===== src/rtl/fetch_sequencer_if.sv =====
// fetch_sequencer_if: APB read bus between the fetch sequencer (master) and instruction memory (slave)
interface fetch_sequencer_if #(
    parameter int ADDR_W = 32
);
    logic              psel;
    logic              penable;
    logic [ADDR_W-1:0] paddr;
    logic [31:0]       prdata;
    logic              pready;
    logic              pslverr;
    modport master (output psel, penable, paddr, input prdata, pready, pslverr);
    modport slave (input psel, penable, paddr, output prdata, pready, pslverr);
endinterface


===== src/rtl/fetch_sequencer.sv =====
// fetch_sequencer: APB word fetch split into 16-bit instructions through a 4-entry FIFO with stall and redirect
module fetch_sequencer #(
    parameter int                ADDR_W   = 32,
    parameter logic [ADDR_W-1:0] RESET_PC = '0
) (
    input  logic              clk,
    input  logic              rst,
    fetch_sequencer_if.master bus,
    input  logic              stall,
    input  logic              redirect,
    input  logic [ADDR_W-1:0] redirect_pc,
    output logic              inst_valid,
    output logic [15:0]       inst,
    output logic [ADDR_W-1:0] inst_pc,
    output logic              fetch_err
);
    typedef enum logic [1:0] {IDLE, SETUP, ACCESS, HALT} state_t;
    state_t            state, state_n;
    logic [ADDR_W-1:0] fetch_pc, word_pc, target_pc;
    logic [15:0]       hw_q [4];
    logic [ADDR_W-1:0] pc_q [4];
    logic [1:0]        rd_ptr, wr_ptr, push_n;
    logic [2:0]        count;
    logic              discard, done, keep, err, pop;

    assign word_pc    = fetch_pc & ~ADDR_W'(3);
    assign target_pc  = redirect_pc & ~ADDR_W'(1);
    assign done       = state == ACCESS && bus.pready;
    assign keep       = done && !discard && !redirect;
    assign err        = keep && bus.pslverr;
    assign push_n     = keep && !bus.pslverr ? (fetch_pc[1] ? 2'd1 : 2'd2) : 2'd0;
    assign pop        = inst_valid && !stall;
    assign bus.psel   = state == SETUP || state == ACCESS;
    assign bus.penable = state == ACCESS;
    assign inst_valid = count != 3'd0;
    assign inst       = hw_q[rd_ptr];
    assign inst_pc    = pc_q[rd_ptr];

    // A fetch is only started with room for two halfwords, so pushes never overflow.
    always_comb begin
        state_n = state == SETUP  ? ACCESS :
                  state == ACCESS ? (!bus.pready ? ACCESS : err ? HALT : IDLE) :
                  (redirect || (state == IDLE && count <= 3'd2)) ? SETUP : state;
    end

    always_ff @(posedge clk or posedge rst) begin
        if (rst) begin
            state     <= IDLE;
            bus.paddr <= RESET_PC & ~ADDR_W'(3);
            fetch_pc  <= RESET_PC;
            discard   <= 1'b0;
            fetch_err <= 1'b0;
            count     <= '0;
            rd_ptr    <= '0;
            wr_ptr    <= '0;
            for (int i = 0; i < 4; i++) begin
                hw_q[i] <= '0;
                pc_q[i] <= RESET_PC;
            end
        end else begin
            state <= state_n;
            if (state_n == SETUP)
                bus.paddr <= (redirect ? target_pc : fetch_pc) & ~ADDR_W'(3);
            fetch_pc  <= redirect ? target_pc : push_n != 2'd0 ? word_pc + ADDR_W'(4) : fetch_pc;
            // An in-flight transfer cannot be aborted, so its data is marked for dropping.
            discard   <= redirect && (state == SETUP || (state == ACCESS && !bus.pready)) ? 1'b1 :
                         done ? 1'b0 : discard;
            fetch_err <= redirect ? 1'b0 : err ? 1'b1 : fetch_err;
            if (redirect) begin
                count  <= '0;
                rd_ptr <= '0;
                wr_ptr <= '0;
            end else begin
                count  <= count + {1'b0, push_n} - {2'b0, pop};
                rd_ptr <= rd_ptr + {1'b0, pop};
                wr_ptr <= wr_ptr + push_n;
            end
            if (push_n != 2'd0) begin
                hw_q[wr_ptr] <= fetch_pc[1] ? bus.prdata[31:16] : bus.prdata[15:0];
                pc_q[wr_ptr] <= fetch_pc;
            end
            if (push_n == 2'd2) begin
                hw_q[wr_ptr + 2'd1] <= bus.prdata[31:16];
                pc_q[wr_ptr + 2'd1] <= fetch_pc + ADDR_W'(2);
            end
        end
    end
endmodule


===== src/flat_wrapper.sv =====
// flat-port wrapper written by rule: the top's interface ports become plain ports
module fetch_sequencer_flat 
#(
    parameter int                ADDR_W   = 32,
    parameter logic [ADDR_W-1:0] RESET_PC = '0
)
  (clk, rst, stall, redirect, redirect_pc, inst_valid, inst, inst_pc, fetch_err, bus_psel, bus_penable, bus_paddr, bus_prdata, bus_pready, bus_pslverr);
  fetch_sequencer_if #(.ADDR_W(ADDR_W)) bus_i ();
  input  logic clk;
  input  logic rst;
  input  logic stall;
  input  logic redirect;
  input  logic [ADDR_W-1:0] redirect_pc;
  output logic inst_valid;
  output logic [15:0] inst;
  output logic [ADDR_W-1:0] inst_pc;
  output logic fetch_err;
  output wire logic [$bits(bus_i.psel)-1:0] bus_psel;
  output wire logic [$bits(bus_i.penable)-1:0] bus_penable;
  output wire logic [$bits(bus_i.paddr)-1:0] bus_paddr;
  input wire logic [$bits(bus_i.prdata)-1:0] bus_prdata;
  input wire logic [$bits(bus_i.pready)-1:0] bus_pready;
  input wire logic [$bits(bus_i.pslverr)-1:0] bus_pslverr;
  assign bus_psel = bus_i.psel;
  assign bus_penable = bus_i.penable;
  assign bus_paddr = bus_i.paddr;
  assign bus_i.prdata = bus_prdata;
  assign bus_i.pready = bus_pready;
  assign bus_i.pslverr = bus_pslverr;
  fetch_sequencer #(.ADDR_W(ADDR_W), .RESET_PC(RESET_PC)) u_core (.clk(clk), .rst(rst), .bus(bus_i), .stall(stall), .redirect(redirect), .redirect_pc(redirect_pc), .inst_valid(inst_valid), .inst(inst), .inst_pc(inst_pc), .fetch_err(fetch_err));
endmodule

===== config.mk =====
export PLATFORM = sky130hd
export DESIGN_NAME = fetch_sequencer_flat
export DESIGN_NICKNAME = d
export VERILOG_FILES = /design/src/rtl/fetch_sequencer_if.sv /design/src/rtl/fetch_sequencer.sv /design/src/flat_wrapper.sv
export SDC_FILE = /design/constraint.sdc
export NUM_CORES = 1
export LEC_CHECK = 0
export ABC_AREA = 1
export CORE_AREA = 2 2 199 201
export DETAILED_ROUTE_END_ITERATION = 16
export DIE_AREA = 0 0 201 203
export PLACE_DENSITY = 0.59
export RECOVER_POWER = 100
export SLEW_MARGIN = 20
export SYNTH_ARGS = -nofsm -noshare
export SYNTH_HDL_FRONTEND = slang
export SYNTH_SLANG_ARGS = --single-unit

===== constraint.sdc =====
create_clock -name clk -period 11.4 [get_ports clk]
set_input_delay 2.28 -clock clk [delete_from_list [all_inputs] [get_ports clk]]
set_output_delay 2.28 -clock clk [all_outputs]
set_load 0.05 [all_outputs]

=== After elaboration in Yosys (flattened, before gate mapping) ===
Index checks and enable logic that the tools add are counted.
Widths: inputs -> output; s select.

* Bits in registers: 265
* Latch bits: 0
* Bits in writable memories: 0
* Bits in read-only memories: 0
* Input port bits: 70
* Output and inout bits: 84
* Logic and storage cells: 101
* Memories kept: 0

* $add $sub $neg: 7
* $mul: 0
* Div/mod/pow operators: 0
* $lt $le $gt $ge: 6
* Eq/ne operators: 4
* Shift-type cells: 0
* Muxes and demuxes: 40
* Bitwise logic cells: 3
* Reductions and logical operators: 25

{| class="wikitable"
|+ Operators by type and width
! kind !! count
|-
| $bwmux 128 || 2
|-
| $mux 128 || 2
|-
| $mux 32 || 7
|-
| $bwmux 64 || 2
|-
| $demux 32 s2 || 2
|-
| $mux 64 || 2
|-
| $mux 16 || 5
|-
| $bmux 32 s2 || 1
|-
| $demux 16 s2 || 2
|-
| $add 32x2->32 const B || 1
|-
| $add 32x3->32 const B || 1
|-
| $bmux 16 s2 || 1
|-
| $mux 2 || 9
|-
| $logic_and 1x1->1 || 11
|-
| $ge 3x3->1 const B || 3
|-
| $not 2->3 || 3
|-
| $reduce_bool 2->1 || 4
|-
| $lt 3x1->1 const B || 2
|-
| $logic_not 1->1 || 5
|-
| $eq 2x1->1 const B || 2
|-
| $eq 2x2->1 const B || 2
|-
| $mux 1 || 4
|-
| $add 3x2->3 || 1
|-
| $le 3x2->1 const B || 1
|-
| other kinds (8) || 10
|}

=== Logic depth before layout (Yosys ltp) ===
* Word-level depth: 10
* Depth in mapped cells: 15
* Mapped depth without buffers: 14

=== Worst setup path before layout ===
OpenSTA, ideal clock, no wires.

* Path kind: reg2out
* Start point: register u_core.rd_ptr[0]
* End point: output inst_pc[15]
* Arrival: 2.238 ns
* Data required time: 9.120 ns
* Setup slack: 6.882 ns
* Stages on the path, launching flop included: 7
* Buffers on the path: 3
* Path through: dfrtp_1 -> clkbuf_1 -> inv_1 -> buf_2 -> clkbuf_1 -> o21ai_0 -> o21ai_0

* Longest elaborated chain between the ends: 4

{| class="wikitable"
|+ RTL lines
! item !! RTL line !! RTL
|-
| from (decl) || fetch_sequencer.sv:22 || <nowiki>logic [1:0] rd_ptr, wr_ptr, push_n;</nowiki>
|-
| from (signal assigned) || fetch_sequencer.sv:75 || <nowiki>rd_ptr <= rd_ptr + {1'b0, pop};</nowiki>
|-
| $not 2->3 (not written as such) || fetch_sequencer.sv:37 || <nowiki>assign inst_pc = pc_q[rd_ptr];</nowiki>
|-
| $bmux 32 s2 || fetch_sequencer.sv:37 ||
|-
| $mux 32 (not written as such) (2 in a row) || fetch_sequencer.sv:37 ||
|-
| to (decl) || flat_wrapper.sv:16 || <nowiki>output logic [ADDR_W-1:0] inst_pc;</nowiki>
|}

Every way passes these cells. The select of a mux whose other input is x is not followed.

=== Final worst setup path ===
* Start point: input redirect
* End point: register u_core.pc_q[9] (netlist name)

* Longest elaborated chain between the ends: 8

{| class="wikitable"
|+ RTL lines
! item !! RTL line !! RTL
|-
| from (decl) || flat_wrapper.sv:12 || <nowiki>input logic redirect;</nowiki>
|-
| $logic_not 1->1 * || fetch_sequencer.sv:29 || <nowiki>assign keep = done && !discard && !redirect;</nowiki>
|-
| $logic_and 1x1->1 * || fetch_sequencer.sv:29 ||
|-
| $logic_and 1x1->1 * || fetch_sequencer.sv:31 || <nowiki>assign push_n = keep && !bus.pslverr ? (fetch_pc[1] ? 2'd1 : 2'd2) : 2'd0;</nowiki>
|-
| $mux 2 * || fetch_sequencer.sv:31 ||
|-
| $reduce_bool 2->1 || fetch_sequencer.sv:78 || <nowiki>if (push_n != 2'd0) begin</nowiki>
|-
| $mux 128 || fetch_sequencer.sv:78 ||
|-
| $bwmux 128 || fetch_sequencer.sv:84 || <nowiki>pc_q[wr_ptr + 2'd1] <= fetch_pc + ADDR_W'(2);</nowiki>
|-
| $mux 128 * || fetch_sequencer.sv:82 || <nowiki>if (push_n == 2'd2) begin</nowiki>
|-
| to (signal, indexed assignment) || fetch_sequencer.sv:80 || <nowiki>pc_q[wr_ptr] <= fetch_pc;</nowiki>
|-
| to (signal, indexed assignment) || fetch_sequencer.sv:84 ||
|-
| to (decl) || fetch_sequencer.sv:21 || <nowiki>logic [ADDR_W-1:0] pc_q [4];</nowiki>
|}

Every way passes the cells marked *; elsewhere a longest branch is shown, timed or not.
A chain may end at the register's enable or synchronous reset.

==> flow_summary.toml <==
[grt]
grt_use_total_pct = 25.8
antenna_found_initial = 1
grt_max_degree = 118
overflow = 0
grt_pass1_wl_um = 82700
grt_pass1_vias = 14200

[floorplan]
core_area_sq_mm = 0.0385
die_w_um = 201
dieArea_sq_mm = 0.0408
die_h_um = 203
start_util_pct = 39.8
pin_count = 154
rows = 72

[critical_path]
r2r-start = "u_core.state[0]"
cp_max_fo = 69
end_kind = "flip-flop"
arrival_ns = 8.69
worstSetupStartpointType = "input pin"
setup.worst_path.class = "in -> reg"
max_stage_delay_ns = 1.62
slowest_stage = "inv_1"
r2r_slack_ns = 5.50
critPathTopFamily = "simple AND/OR/NAND/NOR gates"
required_ns = 11.71
path_cells = "buf_2, clkbuf_1, nor2_4, nand3_1, nor2_8, nand2_2, inv_1, o21ai_0"
cp-startpoint = "redirect"
critical_path_buf_inv_count = 3

[logic_synthesis]
ys_warn_count = 0
synth_xor_area_share_pct = 0.686
yosysSeqAreaShare_pct = 43.1
synth_top_family_by_area = "simple AND/OR/NAND/NOR gates"
post_synth.cell_area_avg_sq_um = 7.01
synth_area_sq_mm = 0.0153
synth-simple-area-share_pct = 28.4
synthAdderAreaFrac_pct = 0.947
synth_compound_area_share_pct = 17.1
synth.distinct_cells = 35
synth_cells = 2185
synthMuxAreaShare_pct = 0
synth-seq-cells = 264

[pwr]
p_per_area_mw_per_mm2 = 250
pwr-share-comb_pct = 46.0
pwr-share-seq_pct = 29.3
power.switching_w = 0.00207
p_leak_nw = 8.84
p_int_w = 0.00242
p_sw_share_pct = 46.1
peakVddDrop_mv = 0.226
clkPwrFrac_pct = 24.7

[clock_tree]
cts_resized = 0
cts_root_buf = "clkbuf_16"
path_clk_slew_ns = 0.06
numCtsBuffers = 34
clk_latency_ns = 0.52
clockBufferDepth = 3
postCtsSetupBuffers = 0
cts.sink_count = 264
cts_tree = "yes"
htree_levels = 2
hold_buffers = 0

[timing]
rsz0062_at_grt = "false"
finalClockSkew_ns = 0.0154
slew_headroom_pct = -277
drv_slew = 414
hold_violations = 0
fin_setup_tns_ns = 0
min_period_over_period_pct = 73.5
layout_min_cycle_time_ns = 8.38
setup_violations = 0
worstMarginPinSlew_ns = 5.65
timing.fmax_mhz = 119

[cells_and_area]
num_antenna_cells = 0
area_delta_synth_final_pct = 17.1
final_cell_count_no_fill = 2786
nFillCells = 3865
final_common_cell = "nand2_1"
layout_common_cells = "nand2_1, o21ai_0, dfrtp_1"
drive_gt1_share_pct = 4.01
nNetsFinal = 2327

[placement]
dp_hpwl_um = 33500
dp.cells = 2728
port_buffers = 150
gp_congestion = 0.957

[min_path]
hp-start = "u_core.bus.paddr[13]"
min_path_type = "reg -> reg"

[routing]
routed_via_density = 5.40
routedWlPerCell_um = 18.9
drt_drc_violations_left = 0
vias = 15000
postRouteAntennaNets = 0
dr.pass1.iters = 5
wl_um = 52700
dr.first_iter.drc_count = 1551

[outcome]
status = "finished with violations"
violations = "capacitance limit, slew limit"

[run]
cap_violations = 6
[cell type report]
cell class | instances | area, sq um | area share [%]
inverters | 199 | 749 | 4.18
well taps | 518 | 648 | 3.61
clock buffers | 53 | 1090 | 6.05
multi-input cells | 1582 | 7200 | 40.1
clock inverters | 5 | 56.3 | 0.314
flip-flops and latches | 264 | 6610 | 36.8
repair buffers | 165 | 1600 | 8.90
[cells by family after synthesis]
| logic type | after synthesis |
|---|---|
| AO/OA/AOI/OAI | 489 |
| XOR/XNOR | 12 |
| adder cells (fa/ha/maj) | 11 |
| buffers and inverters | 340 |
| flip-flops | 264 |
| other | 1 |
| AND/OR/NAND/NOR | 1068 |
[tightest hold or removal path: cells and delay by family (launching register included)]
| family | cells | cell delay, ns |
|---|---|---|
| simple gates | 2 | 0.10 |
| flops | 1 | 0.33 |
[per-layer routing]
| layer | vias up | routed length [um] | global-route usage [%] |
|---|---|---|---|
| met2 | 650 | 23200 | 39.9 |
| li1 | 7173 | - | - |
| met3 | 76 | 4090 | 4.08 |
| met1 | 7146 | 24000 | 37.1 |
| met5 | - | 0 | 0 |
| met4 | 0 | 1470 | 7.94 |
[state kept, by name (all words and copies together) (netlist names)]
signal            flops
u_core.fetch_err      1
u_core.rd_ptr         2
u_core.discard        1
u_core.count          3
u_core.hw_q          64
u_core.bus.paddr     30
u_core.fetch_pc      31
u_core.state          2
u_core.wr_ptr         2
u_core.pc_q         128
[per-stage QoR]
step                total power [W]  area (sq um)  hold WS (ns)  utilization (%)  setup slack, ns
finish                      0.00449         17900         0.464             46.7             3.02
global placement            0.00345         16900         0.462             43.8             4.79
detailed placement          0.00346         16900         0.462             43.8             4.75
floorplan                   0.00275         15300         0.454                -             1.85
global route                0.00473         17900         0.498             46.7             2.53
CTS                         0.00459         18000         0.476             46.8             5.20
[cell usage after synthesis]
master	instances	area, sq um
a21oi_1	35	175
a22o_1	1	8.76
a31oi_1	22	138
buf_1	5	18.8
buf_2	54	270
buf_4	9	67.6
buf_6	13	146
buf_8	1	15.0
clkbuf_1	54	203
clkbuf_2	5	25.0
clkinv_1	3	11.3
conb_1	1	3.75
dfrtp_1	264	6610
fa_1	1	20.0
ha_1	10	125
inv_1	188	706
inv_2	8	30.0
nand2_1	696	2610
nand2_2	9	56.3
nand2_4	1	11.3
nand3_1	145	726
nand3_4	1	17.5
nand3b_1	1	7.51
nand4_1	2	12.5
nor2_1	197	739
nor2_2	9	56.3
nor2_4	3	33.8
nor2_8	4	80.1
o211ai_1	29	218
o21a_1	2	15.0
o21ai_0	317	1590
o21ai_1	31	155
o22ai_1	52	325
xnor2_1	1	8.76
xor2_1	11	96.3
[final timing paths]
check / end / depth (start not counted)
setup / recovery: u_core.pc_q[9] / 8
hold / removal: u_core.bus.paddr[13] / 2
setup reg to reg: u_core.pc_q[9] / 9
hold reg to reg: u_core.bus.paddr[13] / 2
max in group asynchronous: u_core.bus.paddr[31] / 3
min in group asynchronous: u_core.pc_q[117] / 2
[power groups by stage]
stage	clock network [W]	logic (W)	registers, W
floorplan	0	0.00131	0.00144
global placement	0	0.00213	0.00132
detailed placement	0	0.00214	0.00133
CTS	0.00113	0.00215	0.00131
global route	0.00117	0.00222	0.00134
finish	0.00111	0.00206	0.00132
No activity file was read; power rests on OpenSTA's default activity.
